[src/rtl/mc_control_pkg.sv]
// Shared types and encodings for the multicycle RISC-V control unit.
package mc_control_pkg;

  localparam int unsigned OP_W  = 7;
  localparam int unsigned F3_W  = 3;
  localparam int unsigned ALU_W = 3;
  localparam int unsigned SEL_W = 2;
  localparam int unsigned CNT_W = 3;

  typedef enum logic [3:0] {
    S_FETCH, S_DECODE, S_MEMADR, S_MEMREAD, S_MEMWB, S_MEMWRITE,
    S_EXECR, S_EXECI, S_ALUWB, S_BRANCH, S_JAL, S_HALT
  } state_t;

  localparam logic [OP_W-1:0] OP_LW  = 7'b0000011;
  localparam logic [OP_W-1:0] OP_SW  = 7'b0100011;
  localparam logic [OP_W-1:0] OP_R   = 7'b0110011;
  localparam logic [OP_W-1:0] OP_I   = 7'b0010011;
  localparam logic [OP_W-1:0] OP_BR  = 7'b1100011;
  localparam logic [OP_W-1:0] OP_JAL = 7'b1101111;

  localparam logic [ALU_W-1:0] ALU_ADD = 3'b000;
  localparam logic [ALU_W-1:0] ALU_SLL = 3'b001;
  localparam logic [ALU_W-1:0] ALU_SUB = 3'b010;
  localparam logic [ALU_W-1:0] ALU_XOR = 3'b100;
  localparam logic [ALU_W-1:0] ALU_SRL = 3'b101;
  localparam logic [ALU_W-1:0] ALU_OR  = 3'b110;
  localparam logic [ALU_W-1:0] ALU_AND = 3'b111;

  localparam logic [F3_W-1:0] F3_BEQ = 3'b000;
  localparam logic [F3_W-1:0] F3_BNE = 3'b001;
  localparam logic [F3_W-1:0] F3_BLT = 3'b100;
  localparam logic [F3_W-1:0] F3_BGE = 3'b101;

  localparam logic [SEL_W-1:0] SRCA_PC    = 2'b00;
  localparam logic [SEL_W-1:0] SRCA_OLDPC = 2'b01;
  localparam logic [SEL_W-1:0] SRCA_RS1   = 2'b10;
  localparam logic [SEL_W-1:0] SRCB_RS2   = 2'b00;
  localparam logic [SEL_W-1:0] SRCB_IMM   = 2'b01;
  localparam logic [SEL_W-1:0] SRCB_FOUR  = 2'b10;
  localparam logic [SEL_W-1:0] RES_ALUOUT = 2'b00;
  localparam logic [SEL_W-1:0] RES_MEM    = 2'b01;
  localparam logic [SEL_W-1:0] RES_ALURES = 2'b10;
  localparam logic [SEL_W-1:0] IMM_I      = 2'b00;
  localparam logic [SEL_W-1:0] IMM_S      = 2'b01;
  localparam logic [SEL_W-1:0] IMM_B      = 2'b10;
  localparam logic [SEL_W-1:0] IMM_J      = 2'b11;

  // Per-state control word driven by the FSM.
  typedef struct packed {
    logic [ALU_W-1:0] alu;
    logic [SEL_W-1:0] srca;
    logic [SEL_W-1:0] srcb;
    logic [SEL_W-1:0] res;
    logic             adr;
    logic             irw;
    logic             pcw;
    logic             rw;
    logic             mw;
    logic             halted;
  } ctrl_t;

  function automatic logic [SEL_W-1:0] imm_sel(input logic [OP_W-1:0] op);
    case (op)
      OP_SW:   return IMM_S;
      OP_BR:   return IMM_B;
      OP_JAL:  return IMM_J;
      default: return IMM_I;
    endcase
  endfunction

endpackage

[src/rtl/mc_control_alu_dec.sv]
// ALU operation decode from funct3/funct7b5; flags funct3 codes with no ALU op.
module mc_control_alu_dec
  import mc_control_pkg::*;
(
  input  logic [F3_W-1:0]  funct3,
  input  logic             funct7b5,
  input  logic             is_r,
  output logic [ALU_W-1:0] alu_control,
  output logic             illegal
);

  always_comb begin
    alu_control = ALU_ADD;
    illegal     = 1'b0;
    case (funct3)
      3'b000:  alu_control = (is_r && funct7b5) ? ALU_SUB : ALU_ADD;
      3'b001:  alu_control = ALU_SLL;
      3'b100:  alu_control = ALU_XOR;
      3'b101:  alu_control = ALU_SRL;
      3'b110:  alu_control = ALU_OR;
      3'b111:  alu_control = ALU_AND;
      default: illegal = 1'b1;
    endcase
  end

endmodule

[src/rtl/mc_control.sv]
// Multicycle control FSM. Define SIGNED_BRANCH_EN to decode blt/bge;
// otherwise those branches halt and SF is ignored.
module mc_control
  import mc_control_pkg::*;
#(
  parameter int unsigned FETCH_WAIT = 0
) (
  input  logic             clk,
  input  logic             rst_n,
  input  logic [OP_W-1:0]  Opcode,
  input  logic [F3_W-1:0]  Funct3,
  input  logic             Funct7b5,
  input  logic             ZF,
  input  logic             SF,
  output logic [ALU_W-1:0] ALUControl,
  output logic [SEL_W-1:0] ALUSrcA,
  output logic [SEL_W-1:0] ALUSrcB,
  output logic [SEL_W-1:0] ResultSrc,
  output logic [SEL_W-1:0] ImmSrc,
  output logic             AdrSrc,
  output logic             IRWrite,
  output logic             PCWrite,
  output logic             RegWrite,
  output logic             MemWrite,
  output logic             Halted
);

  state_t           state, state_nxt;
  logic [CNT_W-1:0] cnt, cnt_nxt;
  logic             fetch_done;
  logic             is_r;
  logic [ALU_W-1:0] dec_alu;
  logic             alu_illegal;
  logic             br_legal, br_taken;
  ctrl_t            ctl;

  assign is_r       = (state == S_EXECR);
  assign fetch_done = (cnt == CNT_W'(FETCH_WAIT));

  mc_control_alu_dec u_alu_dec (
    .funct3      (Funct3),
    .funct7b5    (Funct7b5),
    .is_r        (is_r),
    .alu_control (dec_alu),
    .illegal     (alu_illegal)
  );

  // Branch condition select; signed compares exist only when enabled.
  always_comb begin
    br_legal = 1'b0;
    br_taken = 1'b0;
    case (Funct3)
      F3_BEQ: begin br_legal = 1'b1; br_taken = ZF;  end
      F3_BNE: begin br_legal = 1'b1; br_taken = !ZF; end
`ifdef SIGNED_BRANCH_EN
      F3_BLT: begin br_legal = 1'b1; br_taken = SF;  end
      F3_BGE: begin br_legal = 1'b1; br_taken = !SF; end
`endif
      default: ;
    endcase
  end

`ifndef SIGNED_BRANCH_EN
  logic unused_sf;
  assign unused_sf = SF;
`endif

  always_ff @(posedge clk) begin
    if (!rst_n) begin
      state <= S_FETCH;
      cnt   <= '0;
    end else begin
      state <= state_nxt;
      cnt   <= cnt_nxt;
    end
  end

  always_comb begin
    state_nxt = state;
    cnt_nxt   = cnt;
    ctl       = '0;
    case (state)
      S_FETCH: begin
        ctl.srcb = SRCB_FOUR;
        ctl.res  = RES_ALURES;
        if (fetch_done) begin
          ctl.irw   = 1'b1;
          ctl.pcw   = 1'b1;
          cnt_nxt   = '0;
          state_nxt = S_DECODE;
        end else begin
          cnt_nxt = cnt + CNT_W'(1);
        end
      end
      S_DECODE: begin
        ctl.srca = SRCA_OLDPC;
        ctl.srcb = SRCB_IMM;
        case (Opcode)
          OP_LW, OP_SW: state_nxt = S_MEMADR;
          OP_R:         state_nxt = alu_illegal ? S_HALT : S_EXECR;
          OP_I:         state_nxt = alu_illegal ? S_HALT : S_EXECI;
          OP_BR:        state_nxt = br_legal ? S_BRANCH : S_HALT;
          OP_JAL:       state_nxt = S_JAL;
          default:      state_nxt = S_HALT;
        endcase
      end
      S_MEMADR: begin
        ctl.srca  = SRCA_RS1;
        ctl.srcb  = SRCB_IMM;
        state_nxt = Opcode[5] ? S_MEMWRITE : S_MEMREAD;
      end
      S_MEMREAD: begin
        ctl.adr   = 1'b1;
        state_nxt = S_MEMWB;
      end
      S_MEMWB: begin
        ctl.res   = RES_MEM;
        ctl.rw    = 1'b1;
        state_nxt = S_FETCH;
      end
      S_MEMWRITE: begin
        ctl.adr   = 1'b1;
        ctl.mw    = 1'b1;
        state_nxt = S_FETCH;
      end
      S_EXECR: begin
        ctl.srca  = SRCA_RS1;
        ctl.srcb  = SRCB_RS2;
        ctl.alu   = dec_alu;
        state_nxt = S_ALUWB;
      end
      S_EXECI: begin
        ctl.srca  = SRCA_RS1;
        ctl.srcb  = SRCB_IMM;
        ctl.alu   = dec_alu;
        state_nxt = S_ALUWB;
      end
      S_ALUWB: begin
        ctl.rw    = 1'b1;
        state_nxt = S_FETCH;
      end
      S_BRANCH: begin
        ctl.srca  = SRCA_RS1;
        ctl.srcb  = SRCB_RS2;
        ctl.alu   = ALU_SUB;
        ctl.res   = RES_ALUOUT;
        ctl.pcw   = br_taken;
        state_nxt = S_FETCH;
      end
      S_JAL: begin
        ctl.srca  = SRCA_OLDPC;
        ctl.srcb  = SRCB_FOUR;
        ctl.res   = RES_ALUOUT;
        ctl.pcw   = 1'b1;
        state_nxt = S_ALUWB;
      end
      S_HALT: ctl.halted = 1'b1;
      default: state_nxt = S_FETCH;
    endcase
    // Nothing may write architectural state while reset is being applied.
    if (!rst_n) begin
      ctl.irw = 1'b0;
      ctl.pcw = 1'b0;
      ctl.rw  = 1'b0;
      ctl.mw  = 1'b0;
    end
  end

  assign ALUControl = ctl.alu;
  assign ALUSrcA    = ctl.srca;
  assign ALUSrcB    = ctl.srcb;
  assign ResultSrc  = ctl.res;
  assign AdrSrc     = ctl.adr;
  assign IRWrite    = ctl.irw;
  assign PCWrite    = ctl.pcw;
  assign RegWrite   = ctl.rw;
  assign MemWrite   = ctl.mw;
  assign Halted     = ctl.halted;
  assign ImmSrc     = imm_sel(Opcode);

endmodule

[config.mk]
export PLATFORM = sky130hd
export DESIGN_NAME = mc_control
export DESIGN_NICKNAME = d
export VERILOG_FILES = /design/src/rtl/mc_control_pkg.sv /design/src/rtl/mc_control_alu_dec.sv /design/src/rtl/mc_control.sv
export SDC_FILE = /design/constraint.sdc
export NUM_CORES = 1
export LEC_CHECK = 0
export ABC_AREA = 0
export BUFFER_PORTS_ARGS = -buffer_cell sky130_fd_sc_hd__buf_4
export CAP_MARGIN = 20
export CORE_MARGIN = 5
export CORE_UTILIZATION = 46
export DETAILED_ROUTE_END_ITERATION = 10
export MAX_ROUTING_LAYER = met4
export PLACE_DENSITY = 0.8
export SKIP_CTS_REPAIR_TIMING = 1
export SYNTH_ARGS = -nofsm -noshare
export SYNTH_HDL_FRONTEND = slang
export SYNTH_SLANG_ARGS = --single-unit
[constraint.sdc]
create_clock -name clk -period 2.12 [get_ports clk]
set_input_delay 0.212 -clock clk [delete_from_list [all_inputs] [get_ports clk]]
set_output_delay 0.212 -clock clk [all_outputs]
set_load 0.1 [all_outputs]
==> flow_metrics.env <==
export IMPL_syn_cell_area_um2=739
export IMPL_synth_seq_cells=7
export IMPL_synth_cell_types=35
export IMPL_fp_dieW_um=50.1
export IMPL_worst_path_stages=3
export IMPL_grt_max_degree=19
export IMPL_drive_above_1_share=0.349
export IMPL_setup_viol=0
export IMPL_synth_yosys_seq_area_share=0.190
export IMPL_drc_errors=0
export IMPL_r2r_end="state[0]"
export IMPL_path_clk_slew_ns=0.06
export IMPL_dp_hpwl_um=1800
export IMPL_ant_nets=0
export IMPL_yosys_area_top_type_share=0.190
export IMPL_io_pins=32
export IMPL_fin_nets=167
export IMPL_initial_core_util=0.485
export IMPL_drv_cap=0
export IMPL_arrival_ns=1.82
export IMPL_vias_per_cell=5.78
export IMPL_yosysMostFrequentCell="nand2_1"
export IMPL_clockBufferDepth=2
export IMPL_firstDrtPassIters=4
export IMPL_cts_root_buf="clkbuf_4"
export IMPL_crit_type="register to primary output"
export IMPL_h_tree_depth=1
export IMPL_hold_class="primary input to register"
export IMPL_startpoint_type="register"
export IMPL_synth_common_cells="nand2_1, nor2_1, a21oi_1, inv_1, o21ai_0"
export IMPL_slew_violations=0
export IMPL_grt_pass1_vias=866
export IMPL_antennaDiodeCount=0
export IMPL_design_area_um2=1120
export IMPL_critPathMaxStageDelay_ns=0.62
export IMPL_synth_cells=117
export IMPL_drt_wirelength_per_cell_um=14.1
export IMPL_numCtsBuffers=3
export IMPL_crit_start="state[3]"
export IMPL_tightestPinTransition_ns=0.438
export IMPL_critPathCapture="IRWrite"
export IMPL_place_area_um2=1080
export IMPL_synth_edff_count=0
export IMPL_r2r_setup_slack_ns=0.37
export IMPL_yosysWarnings=0
export IMPL_fin_crit_ns=2.03
export IMPL_core_area_um2=1520
export IMPL_cp_data_required_time_ns=1.91
export IMPL_insertion_delay_ns=0.26
export IMPL_drt_iter0_drc=37
export IMPL_outcome="finished, final reports clean"
export IMPL_port_buffers=30
export IMPL_async_flop_share=0
export IMPL_synth_fp_nets=134
export IMPL_grt_pass1_wl_um=3880
export IMPL_rsz0062_at_grt="false"
export IMPL_cp_buffers_inverters=1
export IMPL_grt_overflow_total=0
export IMPL_hold_viol=0
export IMPL_avgSynthCellArea_um2=6.32
export IMPL_endpoint_kind="primary output"
export IMPL_grt_usage=0.203
export IMPL_cts_tree="built"
export IMPL_clock_sinks=7
export IMPL_maxSlewHeadroom=0.700
export IMPL_synth_top_area_cell="dfxtp_1"
export IMPL_path_max_fanout=10
export IMPL_r2r_cells=4
export IMPL_antenna_found_initial=0
export IMPL_fmax_mhz=492
export IMPL_fin_crit_sh=0.959
export IMPL_num_rows=14
export IMPL_cp_cell_sequence="or4_4 -> nor3_4 -> buf_4"
export IMPL_worst_path_dominant_cell_family="simple AND/OR/NAND/NOR gates"
export IMPL_totalWireLength_um=2330
export IMPL_die_h_um=50.1
export IMPL_rr_startpoint="state[3]"
export IMPL_vias=954
export IMPL_gp_congestion=0.868
export IMPL_ys_flop_type="dfxtp_1"
export IMPL_area_growth_pct=51.1
export IMPL_cp_slowest_cell="or4_4"
export IMPL_clock_skew_ns=0.00432
export IMPL_setup_tns_ns=0
export IMPL_ys_top_cells_by_area="dfxtp_1, nand2_1, a21oi_1"
export IMPL_die_area_um2=2510
## logic make-up (layout without fill, tap and decap cells)
kind of cell / after synthesis / in the layout / synth area share
simple gates: 59 / 59 / 0.406
compound gates: 30 / 30 / 0.247
buf+inv: 15 / 47 / 0.0761
flops: 7 / 7 / 0.190
xor+xnor: 4 / 4 / 0.0474
fa+ha+maj: 2 / 2 / 0.0338
## worst min path at each step
stage                    end  cells past startpoint  startpoint  slack (ns)
CTS                 state[1]                      2       rst_n        0.24
finish              state[1]                      2       rst_n        0.24
global placement      cnt[1]                      2      cnt[1]        0.46
detailed placement    cnt[2]                      2      cnt[2]        0.48
floorplan           state[1]                      1       rst_n        0.37
global route        state[1]                      2       rst_n        0.24
## placed cells by master, fill, tap and decap left out, types with 2 or more instances in the layout
cell | synthesis | final
nor2_1 | 12 | 7
or3_1 | 2 | 2
buf_4 | 0 | 33
nand2_1 | 15 | 15
o21ai_0 | 8 | 7
a31oi_1 | 2 | 2
clkbuf_4 | 0 | 3
dfxtp_1 | 7 | 7
o21a_1 | 2 | 2
nand2b_1 | 4 | 4
nor4_4 | 0 | 2
nor3_4 | 0 | 2
nor3_1 | 7 | 4
a21oi_1 | 10 | 10
inv_1 | 8 | 8
xnor2_1 | 3 | 3
ha_1 | 2 | 2
nor2b_1 | 3 | 2
nor2_2 | 0 | 5
nand3_1 | 5 | 5
## metrics by stage
| step | setup slack, ns | instances | util | hold WS [ns] |
|---|---|---|---|---|
| after floorplan | 0.0136 | 117 | - | 0.374 |
| after global placement | 0.315 | 161 | 0.712 | 0.463 |
| after detailed placement | 0.334 | 161 | 0.712 | 0.478 |
| after CTS | 0.0357 | 165 | 0.729 | 0.237 |
| after global routing | 0.0275 | 165 | 0.733 | 0.239 |
| final | 0.0865 | 165 | 0.733 | 0.240 |
## flip-flops by register name, indices dropped and copies added, names as in the netlist
name   flops
cnt        3
state      4
## final cells by class
type                    count  area (µm²)
clock buffers               4        26.3
well taps                  16        20.0
multi-input cells          95         638
inverters                   9        33.8
fillers                   131         407
repair buffers             34         259
flip-flops and latches      7         140
## layer usage
| layer | global-route usage | routed length [µm] | vias up |
|---|---|---|---|
| met5 | - | 0 | - |
| met3 | 0.0482 | 186 | 7 |
| met2 | 0.312 | 1130 | 44 |
| met1 | 0.238 | 938 | 426 |
| li1 | - | - | 477 |
| met4 | 0.118 | 73 | 0 |
Power is not shown: default switching activity piles up to over one toggle a cycle in this logic, so the estimate is an artifact.
